`src/rtl/hdmi_cfg_pkg.sv`:
```
// Shared types and constants for the HDMI transmitter configuration sequencer.
package hdmi_cfg_pkg;

  typedef struct packed {
    logic [7:0] reg_addr;
    logic [7:0] data;
  } cfg_entry_t;

  typedef enum logic [2:0] {
    S_WAIT,
    S_ISSUE,
    S_BUSY,
    S_CHECK,
    S_IDLE,
    S_ERROR
  } cfg_state_e;

  localparam logic [7:0] ADV_INT_CLR_REG = 8'h96;
  localparam logic [7:0] ADV_INT_CLR_VAL = 8'hF6;

endpackage

```
`src/rtl/hdmi_tx_config_rom.sv`:
```
// Transmitter register list: one (register, value) byte write per index.
module hdmi_tx_config_rom
  import hdmi_cfg_pkg::*;
#(
  parameter int IDX_W = 5
) (
  input  logic [IDX_W-1:0] i_idx,
  output cfg_entry_t       o_entry
);

  logic [5:0] w_sel;

  assign w_sel = 6'(i_idx);

  always_comb begin
    o_entry = '{reg_addr: 8'h00, data: 8'h00};
    case (w_sel)
      6'd0:  o_entry = '{reg_addr: ADV_INT_CLR_REG, data: ADV_INT_CLR_VAL};
      6'd1:  o_entry = '{reg_addr: 8'h41, data: 8'h10};
      6'd2:  o_entry = '{reg_addr: 8'h98, data: 8'h03};
      6'd3:  o_entry = '{reg_addr: 8'h9A, data: 8'hE0};
      6'd4:  o_entry = '{reg_addr: 8'h9C, data: 8'h30};
      6'd5:  o_entry = '{reg_addr: 8'h9D, data: 8'h61};
      6'd6:  o_entry = '{reg_addr: 8'hA2, data: 8'hA4};
      6'd7:  o_entry = '{reg_addr: 8'hA3, data: 8'hA4};
      6'd8:  o_entry = '{reg_addr: 8'hE0, data: 8'hD0};
      6'd9:  o_entry = '{reg_addr: 8'hF9, data: 8'h00};
      6'd10: o_entry = '{reg_addr: 8'h15, data: 8'h00};
      6'd11: o_entry = '{reg_addr: 8'h16, data: 8'h30};
      6'd12: o_entry = '{reg_addr: 8'h17, data: 8'h02};
      6'd13: o_entry = '{reg_addr: 8'h18, data: 8'h46};
      6'd14: o_entry = '{reg_addr: 8'hAF, data: 8'h06};
      6'd15: o_entry = '{reg_addr: 8'hBA, data: 8'h60};
      6'd16: o_entry = '{reg_addr: 8'hD0, data: 8'h3C};
      6'd17: o_entry = '{reg_addr: 8'hD6, data: 8'hC0};
      6'd18: o_entry = '{reg_addr: 8'hDE, data: 8'h9C};
      6'd19: o_entry = '{reg_addr: 8'hE4, data: 8'h60};
      // Remaining entries set audio, video timing and infoframe defaults.
      6'd20: o_entry = '{reg_addr: 8'hFA, data: 8'h7D};
      6'd21: o_entry = '{reg_addr: 8'h55, data: 8'h10};
      6'd22: o_entry = '{reg_addr: 8'h56, data: 8'h08};
      6'd23: o_entry = '{reg_addr: 8'h3B, data: 8'h80};
      6'd24: o_entry = '{reg_addr: 8'h3C, data: 8'h00};
      6'd25: o_entry = '{reg_addr: 8'h40, data: 8'h80};
      6'd26: o_entry = '{reg_addr: 8'h4C, data: 8'h04};
      6'd27: o_entry = '{reg_addr: 8'h94, data: 8'hC0};
      6'd28: o_entry = '{reg_addr: 8'h95, data: 8'h00};
      6'd29: o_entry = '{reg_addr: 8'h0A, data: 8'h01};
      6'd30: o_entry = '{reg_addr: 8'h0C, data: 8'h00};
      6'd31: o_entry = '{reg_addr: 8'hD5, data: 8'h00};
      default: o_entry = '{reg_addr: 8'h00, data: 8'h00};
    endcase
  end

endmodule

```
`src/rtl/sync_2ff.sv`:
```
// Two-flop synchronizer cell for asynchronous single-bit inputs.
module sync_2ff (
  input  logic clk,
  input  logic rst_n,
  input  logic i_d,
  output logic o_q
);

  logic r_meta;
  logic r_sync;

  always_ff @(posedge clk or negedge rst_n) begin
    if (!rst_n) begin
      r_meta <= 1'b0;
      r_sync <= 1'b0;
    end else begin
      // NOTE: non-blocking assignments make both flops sample on the same edge,
      // giving a true two-stage shift; blocking would collapse them into one.
      r_meta <= i_d;
      r_sync <= r_meta;
    end
  end

  assign o_q = r_sync;

endmodule

```
`src/rtl/hdmi_tx_config_sequencer.sv`:
```
// Walks the transmitter register table over the shared I2C byte-write engine,
// retrying NACKed writes and re-running the table on transmitter interrupts.
module hdmi_tx_config_sequencer
  import hdmi_cfg_pkg::*;
#(
  parameter logic [7:0] DEV_ADDR       = 8'h72,
  parameter int         NUM_ENTRIES    = 32,
  parameter int         STARTUP_CYCLES = 200000,
  parameter int         MAX_RETRY      = 3
) (
  input  logic       clk,
  input  logic       rst_n,
  input  logic       hdmi_tx_int,
  output logic       i2c_req,
  output logic [7:0] i2c_dev,
  output logic [7:0] i2c_reg,
  output logic [7:0] i2c_data,
  input  logic       i2c_done,
  input  logic       i2c_nack,
  output logic       config_busy,
  output logic       config_done,
  output logic       config_error
);

  localparam int IDX_W = (NUM_ENTRIES > 1) ? $clog2(NUM_ENTRIES) : 1;
  localparam int RTY_W = (MAX_RETRY > 0) ? $clog2(MAX_RETRY + 1) : 1;
  localparam int CNT_W = (STARTUP_CYCLES > 1) ? $clog2(STARTUP_CYCLES) : 1;

  localparam logic [IDX_W-1:0] LAST_IDX = IDX_W'(NUM_ENTRIES - 1);
  localparam logic [RTY_W-1:0] RTY_MAX  = RTY_W'(MAX_RETRY);
  localparam logic [CNT_W-1:0] CNT_LAST = CNT_W'(STARTUP_CYCLES - 1);

  cfg_state_e       r_state, w_state_n;
  logic [IDX_W-1:0] r_idx, w_idx_n;
  logic [RTY_W-1:0] r_retry, w_retry_n;
  logic [CNT_W-1:0] r_cnt, w_cnt_n;
  logic             r_int_pending, w_int_pending_n;
  logic             r_nack, w_nack_n;
  logic             r_req, w_req_n;
  logic [7:0]       r_reg, w_reg_n;
  logic [7:0]       r_data, w_data_n;
  logic             r_busy, w_busy_n;
  logic             r_done, w_done_n;
  logic             r_error, w_error_n;

  logic             w_int_sync;
  logic             r_int_d;
  logic             w_int_rise;
  logic             w_restart;
  cfg_entry_t       w_entry;

  sync_2ff u_int_sync (
    .clk   (clk),
    .rst_n (rst_n),
    .i_d   (hdmi_tx_int),
    .o_q   (w_int_sync)
  );

  hdmi_tx_config_rom #(.IDX_W(IDX_W)) u_rom (
    .i_idx   (r_idx),
    .o_entry (w_entry)
  );

  assign w_int_rise = w_int_sync & ~r_int_d;

  always_comb begin
    // NOTE: every signal gets its hold value first so no branch leaves one
    // unassigned, which would otherwise infer a latch.
    w_state_n       = r_state;
    w_idx_n         = r_idx;
    w_retry_n       = r_retry;
    w_cnt_n         = r_cnt;
    w_int_pending_n = r_int_pending;
    w_nack_n        = r_nack;
    w_req_n         = r_req;
    w_reg_n         = r_reg;
    w_data_n        = r_data;
    w_busy_n        = r_busy;
    w_done_n        = r_done;
    w_error_n       = r_error;
    w_restart       = 1'b0;

    if (w_int_rise && (r_state inside {S_WAIT, S_ISSUE, S_BUSY, S_CHECK})) begin
      w_int_pending_n = 1'b1;
    end

    case (r_state)
      S_WAIT: begin
        if (r_cnt == CNT_LAST) w_state_n = S_ISSUE;
        else                   w_cnt_n   = r_cnt + 1'b1;
      end
      S_ISSUE: begin
        w_reg_n   = w_entry.reg_addr;
        w_data_n  = w_entry.data;
        w_req_n   = 1'b1;
        w_state_n = S_BUSY;
      end
      S_BUSY: begin
        if (i2c_done) begin
          w_req_n   = 1'b0;
          w_nack_n  = i2c_nack;
          w_state_n = S_CHECK;
        end
      end
      S_CHECK: begin
        // A walk that ends with an interrupt seen (pending or this cycle) chains
        // straight into the next walk instead of reporting a result.
        if (!r_nack && (r_idx != LAST_IDX)) begin
          w_idx_n   = r_idx + 1'b1;
          w_retry_n = '0;
          w_state_n = S_ISSUE;
        end else if (r_nack && (r_retry != RTY_MAX)) begin
          w_retry_n = r_retry + 1'b1;
          w_state_n = S_ISSUE;
        end else if (r_int_pending || w_int_rise) begin
          w_restart = 1'b1;
        end else if (!r_nack) begin
          w_state_n = S_IDLE;
          w_busy_n  = 1'b0;
          w_done_n  = 1'b1;
        end else begin
          w_state_n = S_ERROR;
          w_busy_n  = 1'b0;
          w_error_n = 1'b1;
        end
      end
      S_IDLE, S_ERROR: begin
        if (w_int_rise) w_restart = 1'b1;
      end
      default: w_state_n = S_WAIT;
    endcase

    if (w_restart) begin
      w_state_n       = S_ISSUE;
      w_idx_n         = '0;
      w_retry_n       = '0;
      w_int_pending_n = 1'b0;
      w_busy_n        = 1'b1;
      w_done_n        = 1'b0;
      w_error_n       = 1'b0;
    end
  end

  always_ff @(posedge clk or negedge rst_n) begin
    if (!rst_n) begin
      r_state       <= S_WAIT;
      r_idx         <= '0;
      r_retry       <= '0;
      r_cnt         <= '0;
      r_int_pending <= 1'b0;
      r_nack        <= 1'b0;
      r_req         <= 1'b0;
      r_reg         <= 8'h00;
      r_data        <= 8'h00;
      r_busy        <= 1'b1;
      r_done        <= 1'b0;
      r_error       <= 1'b0;
      r_int_d       <= 1'b0;
    end else begin
      r_state       <= w_state_n;
      r_idx         <= w_idx_n;
      r_retry       <= w_retry_n;
      r_cnt         <= w_cnt_n;
      r_int_pending <= w_int_pending_n;
      r_nack        <= w_nack_n;
      r_req         <= w_req_n;
      r_reg         <= w_reg_n;
      r_data        <= w_data_n;
      r_busy        <= w_busy_n;
      r_done        <= w_done_n;
      r_error       <= w_error_n;
      r_int_d       <= w_int_sync;
    end
  end

  assign i2c_req      = r_req;
  assign i2c_dev      = DEV_ADDR;
  assign i2c_reg      = r_reg;
  assign i2c_data     = r_data;
  assign config_busy  = r_busy;
  assign config_done  = r_done;
  assign config_error = r_error;

endmodule

```
`config.mk`:
```
export PLATFORM = sky130hd
export DESIGN_NAME = hdmi_tx_config_sequencer
export DESIGN_NICKNAME = d
export VERILOG_FILES = /design/src/rtl/hdmi_cfg_pkg.sv /design/src/rtl/hdmi_tx_config_rom.sv /design/src/rtl/sync_2ff.sv /design/src/rtl/hdmi_tx_config_sequencer.sv
export SDC_FILE = /design/constraint.sdc
export NUM_CORES = 1
export LEC_CHECK = 0
export CORE_ASPECT_RATIO = 0.5
export CORE_UTILIZATION = 55
export CTS_CLUSTER_DIAMETER = 200
export DETAILED_ROUTE_END_ITERATION = 6
export PLACE_DENSITY = 0.76
export SLEW_MARGIN = 5
export SYNTH_ARGS = -nofsm -noshare
export SYNTH_HDL_FRONTEND = slang
export SYNTH_HIERARCHICAL = 1
export SYNTH_SLANG_ARGS = --single-unit
```
`constraint.sdc`:
```
create_clock -name clk -period 5.8 [get_ports clk]
set_input_delay 0.87 -clock clk [delete_from_list [all_inputs] [get_ports clk]]
set_output_delay 0.87 -clock clk [all_outputs]
set_load 0.02 [all_outputs]
```
==> out/qor.txt <==
outcome -> complete, but fails checks
failing checks -> design-rule violations
Fin. Hold Viols -> 0
drt total wl -> 6613 um
P per Cell Area -> 192.4 nW/um^2
area occupied by multi-input gates -> 1800 sq um
grt ovf -> 0
Final Max Tran Viols -> 0
cell depth of the worst setup path -> 6
CTS sink cnt -> 53
root buf cell -> clkbuf_16
crit path buf inv count -> 2
Cell variety after synth -> 58
reg2reg end -> i2c_data[6]$_DFFE_PN0P_
max layer used -> met4
FMAX -> 371.7 MHz
min Tclk post-route -> 2.690 ns
critical path's slowest cell -> dfrtp_1
worst hold path type -> reg2reg
R2R Path Start -> r_idx[0]$_DFFE_PN0P_
Reg2Reg Depth -> 6
Initial Utilization -> 58.91%
WHS -> 0.3574 ns
n_diodes -> 0
FILL cells -> 463
wire length on met3 -> 299 um
die width -> 112.1 um
CORE AREA -> 5658 sq um
LEAKAGE -> 1.576 nW
# nets final -> 363
synth warn -> 6
share of flip-flops with an asynchronous set or reset -> 100.0%
hold_buf cts -> 0
via count -> 2480
layout cell share with drive strength beyond 1 -> 11.88%
gr usage total -> 22.39%
max incr delay on CP -> 0.75 ns
TritonCTS buffer count -> 5
DR DRC count -> 2
Final Skew -> 0.005171 ns
CP Launch Point -> r_idx[0]$_DFFE_PN0P_
first drt pass iteration count -> 7
Final setup viols -> 0
routed length on met2 -> 3122 um
RePlAce Congestion -> 0.8478
initial antenna violation count -> 0
final antenna-violating net count -> 0
unrepaired setup endpoints after global routing -> no
port bufs -> 24
Rel. slew slack -> 31.67%
Mapped Area -> 3333 sq um
Synth Instances -> 338
peak supply drop -> 0.1561 mV
Skew-Pair Late Insertion Delay -> 0.30 ns
#FFs+latches synth -> 53
post-route insts no fill -> 418
register area share after synthesis -> 39.83%
Ports -> 33
Critical Path RT -> 5.98 ns
Post-Route M1 WL -> 3084 um
total power draw -> 0.0007024 W
DP Cell Count -> 410
pin count of the biggest net entering global routing -> 54
Largest register FFs -> 18
CTS max path bufs -> 2
H-tree Lvls -> 2
Layout area overhead -> 9.534%
Post-synth EDFFs -> 0
Slew @ Worst Pin -> 1.025 ns
CP top delay family -> multiplexers
syn avg cell area -> 9.862 sq um
most common cell after layout, fill and taps aside -> dfrtp_1
maxcap violations -> 0
r2r setup slk -> 3.11 ns
Worst EP arrival -> 2.87 ns
end of the critical path -> i2c_data[6]$_DFFE_PN0P_
Max Fanout on Critical Path -> 20
Die Y-Extent -> 57.05 um
Resized Gates After CTS -> 0
Final Instance Area -> 3651 sq um
setup tns final -> 0 ns
row cnt -> 19
post-CTS setup buffer count -> 0
Period Utilization, post-route -> 46.38%
Starting DRT DRC Count -> 190
Via density -> 5.933
number of global-route vias before repair -> 2353
first-pass GRT wire length -> 11230 um
DIE AREA -> 6394 sq um
Worst-path clk slew -> 0.07 ns
Register Area -> 1328 sq um
commonest cells after routing, fill and taps aside -> dfrtp_1 (52), nor2_1 (27), clkdlybuf4s50_1 (23)
CP Class -> reg2reg
startpoint types -> flop
Placed Area -> 3496 sq um
DP HPWL -> 4479 um
worst-path cell chain -> inv_1, ha_1, inv_2, mux4_2, mux2_4, mux2_2
critical path endpoint category -> flop
Post-synth top flop -> dfrtp_1
DR WL/cell -> 15.82 um
TritonCTS clock tree -> done
==> final cells by class <==
class | count | area share, %
flip-flops and latches | 53 | 36.36
clock buffers | 6 | 3.804
multi-input cells | 250 | 49.31
repair buffers | 25 | 6.648
well taps | 73 | 2.502
clock inverters | 2 | 0.4455
inverters | 9 | 0.9253
==> report_power, final <==
group           total, W  internal [W]  switching (W)
combinational  0.0000158    0.00000291      0.0000129
clock           0.000316      0.000174       0.000142
sequential      0.000371      0.000370    0.000000443
==> per-layer routing <==
metal | up-vias | GRT usage, %
met1 | 1207 | 29.87
met3 | 11 | 5.101
met2 | 70 | 36.47
li1 | 1192 | -
met4 | 0 | 8.381
met5 | - | 0
==> logic make-up after synthesis <==
family	after synthesis	synth area share, %
AND/OR/NAND/NOR	112	18.47
AO/OA/AOI/OAI	62	12.01
flip-flops	53	39.83
buffers and inverters	41	6.832
multiplexers	36	12.65
XOR/XNOR	18	4.730
adder cells (fa/ha/maj)	14	5.255
other	2	0.2253
==> through the flow <==
step,util [%],setup slack [ns]
after CTS,64.53,2.979
after global routing,64.53,2.953
after global placement,61.79,3.157
final,64.53,3.110
after detailed placement,61.79,2.984
after floorplan,-,3.495
==> Yosys cell counts, drive strengths merged (2+ instances only) <==
cell type / number / area (sq um)
a21o: 2 / 15.01
and3: 5 / 31.28
a211oi: 4 / 30.03
and2: 8 / 50.05
xor2: 6 / 52.55
a21boi: 2 / 15.01
conb: 2 / 7.510
nand2: 15 / 56.30
a21oi: 11 / 55.05
o21ai: 18 / 90.09
nor2: 27 / 101.4
o2111ai: 2 / 17.52
o211ai: 3 / 22.52
a31oi: 7 / 43.79
xnor2: 12 / 105.1
or3: 2 / 17.52
o31a: 2 / 17.52
a221oi: 2 / 17.52
nor4: 2 / 27.53
nor2b: 8 / 50.05
nand3b: 2 / 15.01
buf: 24 / 163.9
clkbuf: 8 / 30.03
inv: 8 / 30.03
o21a: 2 / 15.01
nor3: 8 / 40.04
nand4: 6 / 37.54
nand3: 14 / 70.07
mux4: 2 / 45.04
nor3b: 3 / 22.52
dfrtp: 52 / 1301
mux2i: 11 / 110.1
mux2: 23 / 266.5
ha: 14 / 175.2
nand2b: 5 / 31.28
==> how the worst min path moves through the flow <==
stage | slack [ns] | cells past startpoint | end | start
6_report | 0.36 | 0 | u_int_sync/o_q$_DFF_PN0_ | u_int_sync/r_meta$_DFF_PN0_
5_1_grt | 0.37 | 0 | u_int_sync/o_q$_DFF_PN0_ | u_int_sync/r_meta$_DFF_PN0_
4_1_cts | 0.36 | 0 | u_int_sync/o_q$_DFF_PN0_ | u_int_sync/r_meta$_DFF_PN0_
3_5_place_dp | 0.34 | 0 | u_int_sync/o_q$_DFF_PN0_ | u_int_sync/r_meta$_DFF_PN0_
3_3_place_gp | 0.33 | 0 | u_int_sync/o_q$_DFF_PN0_ | u_int_sync/r_meta$_DFF_PN0_
2_1_floorplan | 0.33 | 0 | u_int_sync/o_q$_DFF_PN0_ | u_int_sync/r_meta$_DFF_PN0_
(Power assumes the default switching activity.)
==> edit 1 (same settings) <==
Set the parameter `STARTUP_CYCLES` to 400000 (it was 200000).
--- a/src/rtl/hdmi_tx_config_sequencer.sv
+++ b/src/rtl/hdmi_tx_config_sequencer.sv
@@ -6,5 +6,5 @@
   parameter logic [7:0] DEV_ADDR       = 8'h72,
   parameter int         NUM_ENTRIES    = 32,
-  parameter int         STARTUP_CYCLES = 200000,
+  parameter int         STARTUP_CYCLES = 400000,
   parameter int         MAX_RETRY      = 3
 ) (
Formal check against the unedited RTL: no difference found for any inputs over 10 cycles, from zero or initial values and one cycle with rst_n low; that may be too few to reach the edited logic, so the function may still have changed.
==> edit 1 against the unedited design <==
Non-clock buffer count unchanged; design area increased by 0.96%; setup slack got worse by 0.19 ns; power increased by 0.80%; clock skew decreased by 0.0015 ns; via count increased by 2.5%; cell count increased by 0.72%; area after synthesis increased by 1.1%; wire length decreased by 1.0%; count of clock-buffer cells in the layout unchanged; sequential cell count increased by 1; largest power group unchanged.
==> edit 1: results (changes against the unedited design) <==
- The weighted congestion at the end of routability-driven global placement is 0.823 (-2.9%).
- The sequential share of the synthesized area is 40.1% (+0.30 points).
- The detailed placer's ending HPWL was 4330 um (-3.3%).
- The worst-path maximum fanout was 34 (+70%).
- The instance area after placement is 3530 um^2 (+0.97%).
- The number of design-rule violations left by the first detailed-router iteration came to 154 (-19%).
- The worst vdd rail ir drop is 0.000198 V (+27%).
- The run finished with clean final reports.
- The met1 track utilization from global routing is 30.8% (+0.98 points).
- The total number of vias is 2541 (+2.5%).
- The worst clock skew is 0.00369 ns (-0.00148 ns).
- The met3 track utilization from global routing came to 4.89% (-0.21 points).
- The initial antenna violation count is 0 (unchanged).
- The total iterations of the first detailed-routing run is 4 (-3).
- The number of nets at the end of the flow came to 366 (+0.83%).
- The leakage power figure is 1.57 nW (-0.36%).
- The first-pass GRT wire length was 11100 um (-1.5%).
- The slew at the pin closest to its max-slew limit is 1.02 ns (-0.00469 ns).
- The fraction of layout instances using a drive strength above 1 is 12.1% (+0.18 points).
- The flip-flop count of the largest register after layout came to 19 (+1).
- The met2 usage came to 34.7% (-1.7 points).
- The sum of routed wire length over all layers came to 6550 um (-1.0%).
- The worst setup timing slack at the placement stage is 3.00 ns (+0.0185 ns).
- The post-placement cell count is 413 (+0.73%).
- The synthesized netlist cell count came to 341 (+0.89%).
- The largest net degree at the start of global routing is 55 (+1.9%).
- The number of global-route vias before repair came to 2336 (-0.72%).
- By area the synthesized netlist is led by sky130_fd_sc_hd__dfrtp_1, sky130_fd_sc_hd__mux2_2, sky130_fd_sc_hd__ha_1.
- The number of distinct standard cells referenced by the synthesized netlist is 59 (+1.7%).
- The arrival time of the worst setup path was 3.11 ns (+0.24 ns).
- The number of filler instances in the final layout came to 461 (-0.43%).
## edit 1: changes by cell type in the layout (fill, tap and decap cells not counted), moves of 3 or more
cell,delta
sky130_fd_sc_hd__nor3_1,-3
sky130_fd_sc_hd__nand3_1,+7
sky130_fd_sc_hd__a21oi_1,+3
sky130_fd_sc_hd__and2_1,-4
sky130_fd_sc_hd__nor2_1,-4
## edit 1: final cells by class
type	count	share of cell area, %
clock inverter	2	0.475
multi-input combinational	251	49.0
tap	73	2.48
timing repair buffer	25	6.59
clock buffer	6	3.77
inverter	10	1.02
sequential	54	36.7
## edit 1: stage by stage
stage | utilization, % | power, W
5_1_grt | 64.9 | 0.000738
3_3_place_gp | 62.1 | 0.000400
4_1_cts | 64.9 | 0.000719
3_5_place_dp | 62.1 | 0.000401
6_report | 64.9 | 0.000708
2_1_floorplan | - | 0.000394
## edit 1: critical path, stage by stage (launching register included)
cell and delay (ns):
sky130_fd_sc_hd__dfrtp_1 1.02, sky130_fd_sc_hd__and3_1 0.29, sky130_fd_sc_hd__ha_1 0.22, sky130_fd_sc_hd__mux2_2 0.19
sky130_fd_sc_hd__nand2_1 0.09, sky130_fd_sc_hd__a21oi_1 0.77, sky130_fd_sc_hd__o31a_1 0.24
## edit 1: final timing paths
check / start / depth (start not counted) / slack, ns / to
setup / recovery: r_idx[3] / 6 / 2.92 / r_state[0]
min in group asynchronous: rst_n / 2 / 0.69 / u_int_sync/r_meta
hold / removal: u_int_sync/r_meta / 0 / 0.36 / u_int_sync/o_q
max in group asynchronous: rst_n / 2 / 4.65 / i2c_data[2]
setup reg to reg: r_idx[3] / 6 / 2.92 / r_state[0]
hold reg to reg: u_int_sync/r_meta / 0 / 0.36 / u_int_sync/o_q
## edit 1: power by group through the flow
stage               combinational, W  sequential (W)  clock [W]
floorplan                 0.00000923        0.000385          0
global placement           0.0000153        0.000385          0
detailed placement         0.0000160        0.000385          0
CTS                        0.0000160        0.000378   0.000326
global route               0.0000179        0.000378   0.000342
finish                     0.0000154        0.000378   0.000315
## edit 1: cells by family (layout without fill, tap and decap cells)
logic type	Yosys count	count (layout)	share of synthesized area, %
other cells	2	8	0.223
mux	33	33	11.6
fa+ha+maj	14	14	5.20
flops	54	54	40.1
simple gates	114	114	19.1
buf+inv	42	43	6.98
xor+xnor	19	19	4.94
compound gates	63	63	11.9
## edit 1: metal layers
layer | part of all wire (%) | up-vias | routed length (um)
met5 | 0 | - | 0
met4 | 1.2 | 0 | 80
met3 | 3.7 | 7 | 244
met2 | 46 | 57 | 3010
met1 | 49 | 1263 | 3210
li1 | - | 1214 | -
==> edit 2 (same flow settings) <==
Made on the original files. Make the reset (`rst_n`) synchronous in 2 clocked blocks. Comments in the files are not updated.
--- a/src/rtl/sync_2ff.sv
+++ b/src/rtl/sync_2ff.sv
@@ -10,5 +10,5 @@
   logic r_sync;
 
-  always_ff @(posedge clk or negedge rst_n) begin
+  always_ff @(posedge clk) begin
     if (!rst_n) begin
       r_meta <= 1'b0;
--- a/src/rtl/hdmi_tx_config_sequencer.sv
+++ b/src/rtl/hdmi_tx_config_sequencer.sv
@@ -142,5 +142,5 @@
   end
 
-  always_ff @(posedge clk or negedge rst_n) begin
+  always_ff @(posedge clk) begin
     if (!rst_n) begin
       r_state       <= S_WAIT;
Function: no difference found for any inputs over 10 cycles, from zero or initial values and one cycle with rst_n low; that may be too few to reach the edited logic, so the function may still have changed.
==> edit 2 against the unedited design <==
The flow still finishes with violations (design-rule violations); count of clock-buffer cells in the layout shrank 1; sequential cell count did not move; non-clock buffer count rose by 1; synthesized cell count grew 23%; die area is 0.29% lower; wire length grew 5.2%; design area decreased by 1.1%; setup slack worse by 0.54 ns; area after synthesis down 0.30%; critical endpoint is now config_busy.
Power is not compared: it rests on default switching activity, and its combinational part moved more than twofold at a synthesized area within 25%.
==> edit 2: results (changes against the unedited design) <==
- The DRC violation count after routing is 2 (unchanged).
- The launch instance of the worst register-to-register path is r_idx[1].
- The kind of cell with the highest combined delay on the critical path is buffers and inverters.
- The worst clock skew is 0.00521 ns (+0.0000375 ns).
- The predominant post-synthesis flop cell is sky130_fd_sc_hd__dfxtp_1.
- The number of nets at the end of the flow is 438 (+21%).
- The number of distinct standard cells referenced by the synthesized netlist is 60 (+3.4%).
- The checks that failed: design-rule violations.
- The destination of the worst hold path is u_int_sync/o_q.
- The number of non-filler instances in the completed layout is 492 (+18%).
- The number of design-rule violations left by the first detailed-router iteration is 138 (-27%).
- The met3 track utilization from global routing came to 4.36% (-0.74 points).
- The async set-reset flop share out of synthesis came to 0% (-100 points).
- The detailed placer's ending HPWL was 4800 um (+7.3%).
- The synthesized-area fraction occupied by xor and xnor cells was 1.58% (-3.1 points).
- The post-synthesis mux area share is 6.29% (-6.4 points).
- In this run the most critical hold path is launched from u_int_sync/r_meta.
- The weighted congestion at the end of routability-driven global placement is 0.843 (-0.61%).
- The worst hold path cell count came to 1 (+1).
- The complex-gate fraction of the synthesized area is 20.0% (+8.0 points).
- The post-detailed-route wirelength per cell is 14.1 um (-11%).
- The slew at the pin closest to its max-slew limit was 1.05 ns (+0.0290 ns).
- The run finished, with violations left.
- The met2 usage came to 39.7% (+3.2 points).
- The detailed-routing wirelength on met1 is 3310 um (+7.3%).
- The final cycle utilization of the critical path is 55.6% (+9.2 points).
- The arrival time of the worst setup path is 3.42 ns (+0.55 ns).
- The met3 wire length was 306 um (+2.3%).
- The instance area after placement was 3450 um^2 (-1.4%).
- The register-to-register setup slack is 3.28 ns (+0.17 ns).
- The number of cells on the worst reg-to-reg path came to 8 (+2).
- The detailed-route vias per instance is 5.96 (+0.51%).
## edit 2: cell types whose count changed after synthesis, moves of 5 or more
| cell | change |
|---|---|
| sky130_fd_sc_hd__buf_2 | -7 |
| sky130_fd_sc_hd__xnor2_1 | -11 |
| sky130_fd_sc_hd__dfxtp_1 | +53 |
| sky130_fd_sc_hd__mux2_2 | -19 |
| sky130_fd_sc_hd__a21oi_1 | +34 |
| sky130_fd_sc_hd__dfrtp_1 | -52 |
| sky130_fd_sc_hd__mux2i_1 | +5 |
| sky130_fd_sc_hd__or4_1 | +5 |
| sky130_fd_sc_hd__nand3_1 | -5 |
| sky130_fd_sc_hd__nand2_1 | +51 |
| sky130_fd_sc_hd__nand2b_1 | +9 |
## edit 2: final cells by class
cell class                 instances  area [um^2]
multi-input combinational        323         2000
clock buffer                       5          125
inverter                          10         37.5
clock inverter                     2         38.8
fill                             491         2050
sequential                        53         1060
timing repair buffer              26          255
tap                               73         91.3
